`src/rtl/button_conditioner_pkg.sv`:
```
// Shared definitions for the pushbutton conditioner.
//   - rpt_state_e   : per-channel auto-repeat FSM encoding
//   - DEF_*         : default timing for the 100 MHz board clock
//   - cnt_width()   : width of the shared debounce/repeat counter
package button_conditioner_pkg;

  typedef enum logic [1:0] {
    IDLE   = 2'd0,
    HOLD   = 2'd1,
    REPEAT = 2'd2
  } rpt_state_e;

  localparam int DEF_N_BTN           = 5;
  localparam int DEF_DEBOUNCE_CYCLES = 1_000_000;   // 10 ms
  localparam int DEF_HOLD_CYCLES     = 50_000_000;  // 500 ms
  localparam int DEF_REPEAT_CYCLES   = 10_000_000;  // 100 ms

  // Counters only ever reach (largest period - 1), so $clog2 of the
  // largest period is enough; clamp to 1 bit for the all-ones corner.
  function automatic int cnt_width(int a, int b, int c);
    int m;
    m = a;
    if (b > m) m = b;
    if (c > m) m = c;
    return (m > 1) ? $clog2(m) : 1;
  endfunction

endpackage

```
`src/rtl/button_conditioner_btn_channel.sv`:
```
// One button channel: 2-flop synchronizer, debounce counter and
// auto-repeat FSM.
//   clk_i, rst_i : clock, synchronous active-high reset
//   raw_i        : asynchronous raw button, active-high
//   level_o      : debounced level
//   press_o      : one-cycle strobe on accepted rising level
//   release_o    : one-cycle strobe on accepted falling level
//   event_o      : press or auto-repeat strobe
module btn_channel
  import button_conditioner_pkg::*;
#(
  parameter int DEBOUNCE_CYCLES = DEF_DEBOUNCE_CYCLES,
  parameter int HOLD_CYCLES     = DEF_HOLD_CYCLES,
  parameter int REPEAT_CYCLES   = DEF_REPEAT_CYCLES
) (
  input  logic clk_i,
  input  logic rst_i,
  input  logic raw_i,
  output logic level_o,
  output logic press_o,
  output logic release_o,
  output logic event_o
);

  localparam int CW = cnt_width(DEBOUNCE_CYCLES, HOLD_CYCLES, REPEAT_CYCLES);

  logic          sync1_q, sync2_q;
  logic          level_q, level_d;
  logic [CW-1:0] dcnt_q, dcnt_d;
  logic          press_q, press_d;
  logic          release_q, release_d;
  logic          event_q, event_d;
  logic          rpt_d;
  rpt_state_e    state_q, state_d;
  logic [CW-1:0] rcnt_q, rcnt_d;

  always_comb begin
    level_d   = level_q;
    dcnt_d    = dcnt_q;
    press_d   = 1'b0;
    release_d = 1'b0;
    state_d   = state_q;
    rcnt_d    = rcnt_q;
    rpt_d     = 1'b0;

    // Debounce: any matching cycle restarts the count.
    if (sync2_q == level_q) begin
      dcnt_d = '0;
    end else if (dcnt_q == CW'(DEBOUNCE_CYCLES - 1)) begin
      level_d   = sync2_q;
      dcnt_d    = '0;
      press_d   = sync2_q;
      release_d = ~sync2_q;
    end else begin
      dcnt_d = dcnt_q + CW'(1);
    end

    // The FSM reacts to the strobe being registered this edge, so the
    // hold period is counted from the press cycle itself. A release
    // overrides everything, which also drops a repeat due this edge.
    if (release_d) begin
      state_d = IDLE;
      rcnt_d  = '0;
    end else begin
      case (state_q)
        IDLE: begin
          if (press_d) begin
            state_d = HOLD;
            rcnt_d  = '0;
          end
        end
        HOLD: begin
          if (rcnt_q == CW'(HOLD_CYCLES - 1)) begin
            rpt_d   = 1'b1;
            state_d = REPEAT;
            rcnt_d  = '0;
          end else begin
            rcnt_d = rcnt_q + CW'(1);
          end
        end
        REPEAT: begin
          if (rcnt_q == CW'(REPEAT_CYCLES - 1)) begin
            rpt_d  = 1'b1;
            rcnt_d = '0;
          end else begin
            rcnt_d = rcnt_q + CW'(1);
          end
        end
        default: begin
          state_d = IDLE;
          rcnt_d  = '0;
        end
      endcase
    end

    event_d = press_d | rpt_d;
  end

  always_ff @(posedge clk_i) begin
    if (rst_i) begin
      sync1_q   <= 1'b0;
      sync2_q   <= 1'b0;
      level_q   <= 1'b0;
      dcnt_q    <= '0;
      press_q   <= 1'b0;
      release_q <= 1'b0;
      event_q   <= 1'b0;
      state_q   <= IDLE;
      rcnt_q    <= '0;
    end else begin
      sync1_q   <= raw_i;
      sync2_q   <= sync1_q;
      level_q   <= level_d;
      dcnt_q    <= dcnt_d;
      press_q   <= press_d;
      release_q <= release_d;
      event_q   <= event_d;
      state_q   <= state_d;
      rcnt_q    <= rcnt_d;
    end
  end

  assign level_o   = level_q;
  assign press_o   = press_q;
  assign release_o = release_q;
  assign event_o   = event_q;

endmodule

```
`src/rtl/button_conditioner.sv`:
```
// Pushbutton front end: N_BTN independent synchronize/debounce/auto-repeat
// channels. All outputs registered, reset to 0.
//   CLOCK, RESET : clock, synchronous active-high reset
//   btn_raw      : asynchronous raw buttons, active-high
//   btn_level    : debounced levels
//   btn_press    : one-cycle strobe on accepted rising level
//   btn_release  : one-cycle strobe on accepted falling level
//   btn_event    : btn_press or auto-repeat strobe
module button_conditioner
  import button_conditioner_pkg::*;
#(
  parameter int N_BTN           = DEF_N_BTN,
  parameter int DEBOUNCE_CYCLES = DEF_DEBOUNCE_CYCLES,
  parameter int HOLD_CYCLES     = DEF_HOLD_CYCLES,
  parameter int REPEAT_CYCLES   = DEF_REPEAT_CYCLES
) (
  input  logic             CLOCK,
  input  logic             RESET,
  input  logic [N_BTN-1:0] btn_raw,
  output logic [N_BTN-1:0] btn_level,
  output logic [N_BTN-1:0] btn_press,
  output logic [N_BTN-1:0] btn_release,
  output logic [N_BTN-1:0] btn_event
);

  for (genvar i = 0; i < N_BTN; i++) begin : g_ch
    btn_channel #(
      .DEBOUNCE_CYCLES(DEBOUNCE_CYCLES),
      .HOLD_CYCLES    (HOLD_CYCLES),
      .REPEAT_CYCLES  (REPEAT_CYCLES)
    ) u_ch (
      .clk_i    (CLOCK),
      .rst_i    (RESET),
      .raw_i    (btn_raw[i]),
      .level_o  (btn_level[i]),
      .press_o  (btn_press[i]),
      .release_o(btn_release[i]),
      .event_o  (btn_event[i])
    );
  end

endmodule

```
`config.mk`:
```
export PLATFORM = sky130hd
export DESIGN_NAME = button_conditioner
export DESIGN_NICKNAME = d
export VERILOG_FILES = /design/src/rtl/button_conditioner_pkg.sv /design/src/rtl/button_conditioner_btn_channel.sv /design/src/rtl/button_conditioner.sv
export SDC_FILE = /design/constraint.sdc
export NUM_CORES = 1
export LEC_CHECK = 0
export CAP_MARGIN = 10
export CORE_AREA = 2 2 169 171
export CTS_CLUSTER_DIAMETER = 60
export DETAILED_ROUTE_END_ITERATION = 7
export DIE_AREA = 0 0 171 173
export PLACE_DENSITY_LB_ADDON = 0.25
export SKIP_CTS_REPAIR_TIMING = 1
export SLEW_MARGIN = 5
export SYNTH_ARGS = -nofsm -noshare
export SYNTH_HDL_FRONTEND = slang
export SYNTH_HIERARCHICAL = 1
export SYNTH_SLANG_ARGS = --single-unit
```
`constraint.sdc`:
```
create_clock -name CLOCK -period 3.4 [get_ports CLOCK]
set_input_delay 0.68 -clock CLOCK [delete_from_list [all_inputs] [get_ports CLOCK]]
set_output_delay 0.68 -clock CLOCK [all_outputs]
set_load 0.02 [all_outputs]
```
== Yosys cells after proc, flatten, opt, wreduce, memory -nomap -nowiden ==
Cells that the tools add are included.
Cells by class
  add/sub/neg operators: 10
  $mul: 0
  divide/modulo/power cells: 0
  order comparisons: 0
  equality and inequality tests: 40
  shift-type cells: 0
  mux-type cells: 75
  bitwise gates (word level): 20
  reductions and logical operators: 25
Operators by type and width (number)
  $mux W26: 15
  $pmux W26 S3: 5
  $add A26 B1 Y26 const B: 10
  $eq A26 B20 Y1 const B: 5
  $eq A26 B24 Y1 const B: 5
  $eq A26 B26 Y1 const B: 5
  $mux W1: 35
  $pmux W2 S3: 5
  $mux W2: 10
  $ne A2 B1 Y1 const B: 10
  $not A1 Y1: 15
  $reduce_and A3 Y1: 5
  $reduce_or A3 Y1: 5
  $eq A2 B1 Y1 const B: 5
  $eq A2 B2 Y1 const B: 5
  $logic_not A2 Y1: 5
  $pmux W1 S2: 5
  $reduce_and A2 Y1: 5
  $reduce_or A2 Y1: 5
  $eq A1 B1 Y1: 5
  $or A1 B1 Y1: 5
Word-level totals
  register bits: 300
  latch bits: 0
  RAM bits: 0
  ROM bits: 0
  logic and storage cells: 215
  memories: 0

== Logic depth before layout (Yosys ltp) ==
Gate-level depths: netlist (run 1).
  depth after elaboration: 5
  depth in mapped cells: 10
  mapped depth without buffers: 7

== Hierarchy ==
Netlist (run 1), hierarchy kept.
Modules (own cells, without submodules)
  btn_channel at g_ch[0].u_ch ...: times used 4, cells an instance 358, area each 3079.2 um2, seq. area each 1201.2 um2
  btn_channel at g_ch[4].u_ch: times used 1, cells an instance 395, area each 3382.0 um2, seq. area each 1201.2 um2

== Worst setup path before layout (run 1) ==
No wires, ideal clock.
  path kind: reg-to-reg
  start: register g_ch[0].u_ch.dcnt_q[0]
  end: register g_ch[0].u_ch.rcnt_q[18]
  library setup time: 0.062 ns
  data arrival time: 2.403 ns
  required time: 3.338 ns
  setup slack: 0.934 ns
  stages on the path, launching flop included: 9
  path buffers: 1
  cells stage by stage: dfxtp_1 ha_1 nand2_1 or3_1 clkbuf_1 o41ai_4 o2111ai_4 or4_1 nand3_1
On the way
  longest elaborated chain between the ends: 4
  elaborated cells between the ends (all ways): 7
  classes of those cells: eq/ne: 2; mux: 4; reduce/logical: 1
Ends and longest elaborated chain
  start: declaration: RTL line button_conditioner_btn_channel.sv:29  | logic [CW-1:0] dcnt_q, dcnt_d;
  start signal: assignment: RTL line button_conditioner_btn_channel.sv:114  | dcnt_q <= dcnt_d;
  $eq A26 B20 Y1 *: RTL line button_conditioner_btn_channel.sv:49  | end else if (dcnt_q == CW'(DEBOUNCE_CYCLES - 1)) begin
  $mux W1: RTL line button_conditioner_btn_channel.sv:49
  $mux W1: RTL line button_conditioner_btn_channel.sv:47  | if (sync2_q == level_q) begin
  $ne A2 B1 Y1 (no line) or $reduce_or A2 Y1 (tied branches)
  end signal: assignment: RTL line button_conditioner_btn_channel.sv:119  | rcnt_q <= rcnt_d;
  end: declaration: RTL line button_conditioner_btn_channel.sv:35  | logic [CW-1:0] rcnt_q, rcnt_d;
Mark *: on every way between the ends. The rest lies on a longest branch, timed or not.
A chain may end at the register's enable or synchronous reset.

== Worst setup path in the final report (run 1) ==
  start: register g_ch[1].u_ch.rcnt_q[11]
  end: register g_ch[1].u_ch.rcnt_q[5]
On the way
  longest elaborated chain between the ends: 3
  elaborated cells between the ends (all ways): 5
  classes of those cells: eq/ne: 2; mux: 3
Ends and longest elaborated chain
  start: declaration: RTL line button_conditioner_btn_channel.sv:35
  start signal: assignment: RTL line button_conditioner_btn_channel.sv:119
  $eq A26 B24 Y1 or $eq A26 B26 Y1 (tied branches): RTL line button_conditioner_btn_channel.sv:82, button_conditioner_btn_channel.sv:73
  $mux W26 (on tied branches): RTL line button_conditioner_btn_channel.sv:82, button_conditioner_btn_channel.sv:73
  $pmux W26 S3 *: RTL line button_conditioner_btn_channel.sv:65  | case (state_q)
Marks and branches as above.

==> flow_summary.ini, run 1 <==
[synth]
yosys.area.top_type = dfxtp_1
synth_cells = 1827
async_flop_share_pct = 0
synth_edf_count = 0
synth.most_common_cell = dfxtp_1
syn-cell-area_um2 = 15700
yosys-top-cells-area = dfxtp_1 38%, nand3_1 4.4%, nand2_1 4.3%, nor2_1 4.1%, xnor2_1 4.0%
synth-seq-area-share_pct = 38.3
avgSynthCellArea_um2 = 8.59
synth_ff_type = dfxtp_1
ys_ff_latch = 300
synth_top_cell_area_share_pct = 38.3
synthDistinctLibCells = 74
yosys_warnings = 6
synth.top_cells.by_count = 300 x dfxtp_1, 180 x nand2_1, 172 x nor2_1
syn_nets = 1865

[power_and_ir_drop]
p_switching_mw = 1.55
p_leak_nw = 5.40
p_per_area_nw_per_um2 = 430
power.share.sequential_pct = 47.4
p_int_mw = 5.89
pwr-share-clk_pct = 50.7
pwr-share-comb_pct = 1.9
vdd_ir_drop_max_v = 0.000275
swShare_pct = 20.8

[die]
io_pins = 27
coreArea_um2 = 27600
die_w_um = 171
fp-row-count = 61
die_h_um = 173
die_area_um2 = 29600
start_util_pct = 56.8

[timing]
maxSlewHeadroom_pct = 36.4
timing.hold.ws_ps = 443
finClkSkew_ps = 10.4
hold_viol = 0
maxSlewViolCount = 0
final-setup-viol-count = 0
rsz0062_at_grt = no
max_freq_mhz = 347
fin_crit_sh_pct = 84.7
max_slew.worst_pin.slew_ps = 944
period_minus_slack_ps = 2880
finalSetupTns_ps = 0

[cells_and_area]
drive_gt1_share_pct = 8.96
instances_no_fill = 2230
n_fill_cell = 2409
area_growth_syn_to_layout_pct = 10.1
post-route-util_pct = 62.6
antenna_cells = 0
nNetsFinal = 1865

[global_routing]
grt_pass1_wl_um = 57600
grt_pass1_vias = 12758
grt_start_max_net_pins = 41
overflow = 0
antenna_found_initial = 0
grt_usage_pct = 22.2

[drt]
via_per_inst = 6.06
remaining_drc_errors = 0
firstDrtPassIters = 5
postRouteAntennaNets = 0
drtIter0Drc = 840
vias = 13522
wl_per_cell_um = 14.9
routed_wl_um = 33200

[placement]
dp.cells = 2168
portBuffers = 26
globalplace.congestion = 0.824
dp.final_hpwl_um = 21800

[clocking]
cts_buffers = 35
cts_sinks = 300
clk_path_buf_depth = 3
cts.clk_slew.worst_paths_ps = 60
insertion_delay_ps = 510
htree_levels = 2
root_buffer = clkbuf_16
cts_tree = done

[worst_hold_path]
hp-start = g_ch[1].u_ch/sync1_q
hp-class = register to register

[critical_path]
reg2reg_from = g_ch[1].u_ch/rcnt_q[11]
startpoint_type = register
crit_type = register to register
arrival_ps = 3280
critPathRequiredTime_ps = 3790
crit_fanout = 27
crit_start = g_ch[1].u_ch/rcnt_q[11]
endpoint_kind = register

[run_status]
status = finished, final reports clean

[run]
drv_cap = 0
==> layout by cell type, fill, tap and decap left out, types with 27 or more instances in the layout <==
cell and instances:
nor2_1 172, dfxtp_1 300, nor4_1 28, and4_1 27, xor2_1 41, a31oi_1 28
o2111ai_1 31, and3_1 43, nand4_1 74, nor3_1 63, ha_1 31, xnor2_1 71
inv_1 72, nand2_1 180, or3_1 34, clkbuf_16 37, a21oi_1 42, o21ai_0 43
nand3_1 139
==> area by class of cell <==
class	instances	area [um^2]	share of cell area, %
clock buffers	58	1120	6.51
multi-input cells	1375	8970	51.9
inverters	72	270	1.56
flip-flops and latches	300	6010	34.7
repair buffers	43	383	2.22
clock inverters	4	51.3	0.297
well taps	378	473	2.74
==> routing by layer <==
layer,global-route usage [%],vias to the layer above,share of wire [%]
li1,-,6768,-
met1,29.1,6457,47
met2,38.1,236,48
met3,2.82,61,3.7
met4,6.89,0,1.9
met5,0,-,0
==> worst paths after layout <==
check | slack, ps | endpoint | depth (start not counted)
worst max-delay path | 520 | g_ch[1].u_ch/rcnt_q[5] | 6
worst min-delay path | 440 | g_ch[1].u_ch/sync2_q | 1
worst max register to register | 520 | g_ch[1].u_ch/rcnt_q[5] | 6
worst min register to register | 440 | g_ch[1].u_ch/sync2_q | 1
==> state kept, by name, indices dropped and copies added (netlist names) <==
register             cells
g_ch.u_ch/state_q       10
g_ch.u_ch/sync2_q        5
g_ch.u_ch/sync1_q        5
g_ch.u_ch/event_o        5
g_ch.u_ch/press_o        5
g_ch.u_ch/dcnt_q       130
g_ch.u_ch/release_o      5
g_ch.u_ch/level_o        5
g_ch.u_ch/rcnt_q       130
==> power groups by stage <==
stage | clock network (mW) | logic [mW] | registers (mW)
2_1_floorplan | 0 | 0.0947 | 3.60
3_3_place_gp | 0 | 0.136 | 3.61
3_5_place_dp | 0 | 0.139 | 3.61
4_1_cts | 3.85 | 0.140 | 3.53
5_1_grt | 3.99 | 0.152 | 3.53
6_report | 3.77 | 0.140 | 3.53
==> worst max-delay path: stages, from the launching register on <==
cell	delay (ps)
dfxtp_1	350
or4b_1	540
or4_4	540
o21a_1	240
o21a_1	500
and4_1	370
a211o_1	220
==> cell families (layout without fill, tap and decap cells) <==
logic type,after synthesis,after routing,share of synthesized area [%]
buffers and inverters,152,177,4.62
flip-flops,300,300,38.3
XOR/XNOR,112,112,6.25
AO/OA/AOI/OAI,291,291,15.4
adder cells (fa/ha/maj),31,31,2.47
AND/OR/NAND/NOR,937,937,32.8
multiplexers,4,4,0.255
==> stage by stage <==
stage | power (mW) | setup WS (ps) | instance area, um^2
finish | 7.44 | 520 | 17300
global route | 7.67 | 291 | 17300
CTS | 7.51 | 534 | 17300
detailed placement | 3.74 | 540 | 16100
global placement | 3.74 | 569 | 16100
floorplan | 3.70 | 934 | 15700
No activity file was read; power rests on OpenSTA's default activity.
==> run 2, diff against run 1 <==
==> constraint.sdc (replaced) <==
create_clock -name CLOCK -period 2.34 [get_ports CLOCK]
set_input_delay 0.468 -clock CLOCK [delete_from_list [all_inputs] [get_ports CLOCK]]
set_output_delay 0.468 -clock CLOCK [all_outputs]
set_load 0.02 [all_outputs]
==> flow_summary.ini, run 2 (synthesized netlist as in run 1, its figures left out) <==
[run_status]
status = finished, violations left
failed_checks = setup timing

[critical_path]
cp_common_cell = o21a_4
path_delay_family = simple AND/OR/NAND/NOR gates
crit_type = register to register
cpMaxStageDelayCell = or4b_4
startpoint_type = register
reg2reg_from = g_ch[3].u_ch/rcnt_q[24]
critical_path.max_stage_delay_ps = 550
reg2reg_depth = 7
critPathRequiredTime_ps = 2740
crit_fanout = 14
r2r-end = g_ch[3].u_ch/rcnt_q[5]
arrival_ps = 2950
ff2ff_setup_slack_ps = -200
crit_buf_inv = 1
path_cells = or4b_4 > or4_4 > o21a_4 > o21a_4 > buf_6 > and4_1 > a211o_1
endpoint_kind = register
path_depth = 7

[timing]
final-setup-viol-count = 89
finClkSkew_ps = 12.0
worst_slack_ps = -201
finalSetupTns_ps = -7160
period_minus_slack_ps = 2540
hold_viol = 0
fin_crit_sh_pct = 109
max_slew.worst_pin.slew_ps = 923
rsz0062_at_grt = yes
max_freq_mhz = 393
maxSlewViolCount = 0
maxSlewHeadroom_pct = 38.4

[cells_and_area]
nNetsFinal = 2193
antenna_cells = 0
reg_top3 = g_ch.u_ch/dcnt_q (130), g_ch.u_ch/rcnt_q (130), g_ch.u_ch/state_q (10)
final_common_cell = buf_4
drive_gt1_share_pct = 28.9
final_cell_mix = 286 x buf_4, 275 x dfxtp_1, 178 x nand2_1
area_growth_syn_to_layout_pct = 33.8
n_fill_cell = 1844

[die]
die_h_um = 173
die_area_um2 = 29600
coreArea_um2 = 27600
fp-row-count = 61
io_pins = 27
die_w_um = 171
start_util_pct = 56.8

[placement]
dp.final_hpwl_um = 26300
portBuffers = 26
pre_cts_ws_ps = -284
globalplace.congestion = 0.891

[clocking]
cts_sinks = 300
root_buffer = clkbuf_16
htree_levels = 2
cts.clk_slew.worst_paths_ps = 60
clk_path_buf_depth = 3
cts_buffers = 34
cts_tree = done
insertion_delay_ps = 510

[global_routing]
overflow = 0
grt_pass1_wl_um = 65900
grt_start_max_net_pins = 26
grt_pass1_vias = 14389
antenna_found_initial = 0
grt_usage_pct = 25.6

[drt]
wl_per_cell_um = 17.0
postRouteAntennaNets = 0
remaining_drc_errors = 0
via_per_inst = 6.09
routed_wl_um = 43500
vias = 15555
drtIter0Drc = 1177
firstDrtPassIters = 5

[run]
drv_cap = 0

[power_and_ir_drop]
p_leak_nw = 7.54
p_per_area_nw_per_um2 = 521
vdd_ir_drop_max_v = 0.000476

[worst_hold_path]
hp-class = input port to register
whs_endpoint = g_ch[3].u_ch/sync2_q
min_path_cells = 2
hp-start = RESET
run 2: stage by stage:
step	hold slack (ps)	utilization, %	power (mW)	instances	instance area [um^2]
after CTS	401	70.4	11.0	2493	19400
after floorplan	414	-	5.38	1827	15800
after detailed placement	431	66.2	5.49	2436	18300
after global placement	417	66.2	5.48	2436	18300
after global routing	405	76.0	11.2	2554	21000
final	423	76.0	11.0	2554	21000
run 2: worst register-to-register path: cells and delay by family (launching register included):
family	cells	cell delay, ps
buffers and inverters	1	150
AO/OA/AOI/OAI	3	720
AND/OR/NAND/NOR	3	1250
flip-flops	1	310
run 2: final cells by class:
cell class | instances | area (um^2) | share of cell area (%)
multi-input cells | 1380 | 9940 | 47.3
flip-flops and latches | 300 | 6040 | 28.8
repair buffers | 367 | 3130 | 14.9
clock buffers | 44 | 950 | 4.52
well taps | 378 | 473 | 2.25
inverters | 72 | 270 | 1.29
clock inverters | 13 | 203 | 0.965
run 2: per-layer routing:
layer  vias up  global-route usage [%]  part of all wire (%)
li1       7436                       -                     -
met1      7487                    33.7                    43
met2       483                    43.8                    49
met3       149                    3.36                   4.6
met4         0                    7.34                   3.6
met5         -                       0                     0
run 2: power breakdown:
group	switching, mW	internal, mW
Combinational	0.183	0.101
Clock	2.13	3.41
Sequential	0.00659	5.12
run 2: worst max-delay path by stage:
stage                             from                 endpoint  slack [ps]
2_1_floorplan  g_ch[0].u_ch/rcnt_q[11]  g_ch[0].u_ch/rcnt_q[10]         -30
3_5_place_dp   g_ch[0].u_ch/rcnt_q[11]   g_ch[0].u_ch/rcnt_q[2]        -280
3_3_place_gp   g_ch[0].u_ch/rcnt_q[11]   g_ch[0].u_ch/rcnt_q[2]        -240
5_1_grt        g_ch[2].u_ch/rcnt_q[16]  g_ch[2].u_ch/rcnt_q[10]        -250
6_report       g_ch[3].u_ch/rcnt_q[24]   g_ch[3].u_ch/rcnt_q[5]        -200
4_1_cts        g_ch[0].u_ch/rcnt_q[11]  g_ch[0].u_ch/rcnt_q[13]        -310
==> run 3, diff against run 2 <==
--- a/config.mk
+++ b/config.mk
@@ -6,12 +6,13 @@
 export NUM_CORES = 1
 export LEC_CHECK = 0
 export CAP_MARGIN = 10
-export CORE_AREA = 2 2 169 171
+export CORE_AREA = 2 2 215 217
 export CTS_CLUSTER_DIAMETER = 60
 export DETAILED_ROUTE_END_ITERATION = 7
-export DIE_AREA = 0 0 171 173
+export DIE_AREA = 0 0 217 219
 export PLACE_DENSITY_LB_ADDON = 0.25
 export SKIP_CTS_REPAIR_TIMING = 1
+export SKIP_LAST_GASP = 1
 export SLEW_MARGIN = 5
 export SYNTH_ARGS = -nofsm -noshare
 export SYNTH_HDL_FRONTEND = slang
==> flow_summary.ini, run 3 (synthesized netlist as in run 1, its figures left out) <==
[drt]
vias = 14978
wl_per_cell_um = 14.7
remaining_drc_errors = 0
postRouteAntennaNets = 0
drtIter0Drc = 877
via_per_inst = 5.36
firstDrtPassIters = 7
routed_wl_um = 41200

[placement]
dp.final_hpwl_um = 26900
globalplace.congestion = 0.858
place_area_um2 = 18700
portBuffers = 26
pre_cts_ws_ps = -255
dp.cells = 2677

[global_routing]
antenna_found_initial = 0
overflow = 0
grt_pass1_vias = 13912
use_met1_pct = 21.4
top_usage_layer = met2
grt_pass1_wl_um = 65900
grt_start_max_net_pins = 26
met2_usage_pct = 27.1
met3_usage_pct = 2.40
grt_usage_pct = 16.2

[critical_path]
critPathRequiredTime_ps = 2770
startpoint_type = register
crit_buf_inv = 2
r2r-end = g_ch[2].u_ch/rcnt_q[16]
path_cells = or4b_1 > or4_4 > o21a_4 > buf_6 > buf_12 > o2111ai_4 > or4_1 > nand3_1
critical_path.max_stage_delay_ps = 530
crit_type = register to register
crit_fanout = 7
critPathCapture = g_ch[2].u_ch/rcnt_q[16]
endpoint_kind = register
arrival_ps = 2960
cpMaxStageDelayCell = or4_4
reg2reg_depth = 8
path_depth = 8
ff2ff_setup_slack_ps = -200
path_delay_family = simple AND/OR/NAND/NOR gates
reg2reg_from = g_ch[2].u_ch/rcnt_q[18]
crit_start = g_ch[2].u_ch/rcnt_q[18]

[cells_and_area]
final_cell_mix = 294 x buf_4, 273 x dfxtp_1, 177 x nand2_1
antenna_cells = 0
post-route-util_pct = 47.6
fin_area_um2 = 21500
reg_top3 = g_ch.u_ch/dcnt_q (130), g_ch.u_ch/rcnt_q (130), g_ch.u_ch/state_q (10)
multi_input_comb_area_um2 = 9900
drive_gt1_share_pct = 29.7
n_fill_cell = 4290
nNetsFinal = 2208
seqCellArea_um2 = 6040
area_growth_syn_to_layout_pct = 36.7
instances_no_fill = 2795
final_common_cell = buf_4

[timing]
final-setup-viol-count = 84
max_freq_mhz = 394
worst_slack_ps = -196
max_slew.worst_pin.slew_ps = 834
finalSetupTns_ps = -6720
timing.hold.ws_ps = 322
finClkSkew_ps = 20.7
fin_crit_sh_pct = 108
period_minus_slack_ps = 2540
rsz0062_at_grt = yes
maxSlewViolCount = 0
hold_viol = 0
maxSlewHeadroom_pct = 44.4

[power_and_ir_drop]
p_per_area_nw_per_um2 = 537
vdd_ir_drop_max_v = 0.000428
p_leak_nw = 7.54
total_power_mw = 11.5

[die]
fp-row-count = 78
io_pins = 27
start_util_pct = 34.8
die_w_um = 217
die_area_um2 = 47500
coreArea_um2 = 45100
die_h_um = 219

[run]
drv_cap = 0

[clocking]
htree_levels = 2
cts_sinks = 300
cts.clk_slew.worst_paths_ps = 60
cts_buffers = 41
insertion_delay_ps = 560
root_buffer = clkbuf_16
cts_tree = done
clk_path_buf_depth = 3

[worst_hold_path]
hp-class = input port to register

[run_status]
status = finished, violations left
failed_checks = setup timing
run 3: changes by cell type in the layout (fill, tap and decap cells not counted), moves of 6 or more:
cell       before  now
buf_4         286  294
clkbuf_16      37   43
nor4_1         20   14
nor4_2          5   12
or3_4          19   12
run 3: cell type report:
type                       instances  share of cell area, %
sequential                       300                   28.2
inverter                          72                   1.26
multi-input combinational       1381                   46.1
clock inverter                    18                   1.05
timing repair buffer             374                   14.9
clock buffer                      50                   5.03
tap                              600                   3.50
run 3: layer usage:
| layer | vias to the layer above | wire (um) |
|---|---|---|
| met2 | 250 | 19500 |
| met3 | 63 | 1640 |
| li1 | 7489 | - |
| met5 | - | 0 |
| met4 | 0 | 921 |
| met1 | 7176 | 19100 |
run 3: how the worst min path moves through the flow:
stage / startpoint / endpoint / slack (ps) / depth (start not counted)
after floorplan: g_ch[0].u_ch/sync1_q / g_ch[0].u_ch/sync2_q / 410 / 1
after global placement: g_ch[4].u_ch/sync1_q / g_ch[4].u_ch/sync2_q / 420 / 1
after detailed placement: g_ch[4].u_ch/sync1_q / g_ch[4].u_ch/sync2_q / 430 / 1
after CTS: RESET / g_ch[1].u_ch/sync1_q / 290 / 2
after global routing: RESET / g_ch[1].u_ch/sync1_q / 330 / 2
final: RESET / g_ch[1].u_ch/sync1_q / 320 / 2
run 3: power breakdown:
part / internal (mW) / leakage, nW / switching [mW]
sequential: 5.12 / 2.43 / 0.00583
combinational: 0.107 / 4.49 / 0.181
clock: 3.73 / 0.623 / 2.38
total: 8.95 / 7.54 / 2.57
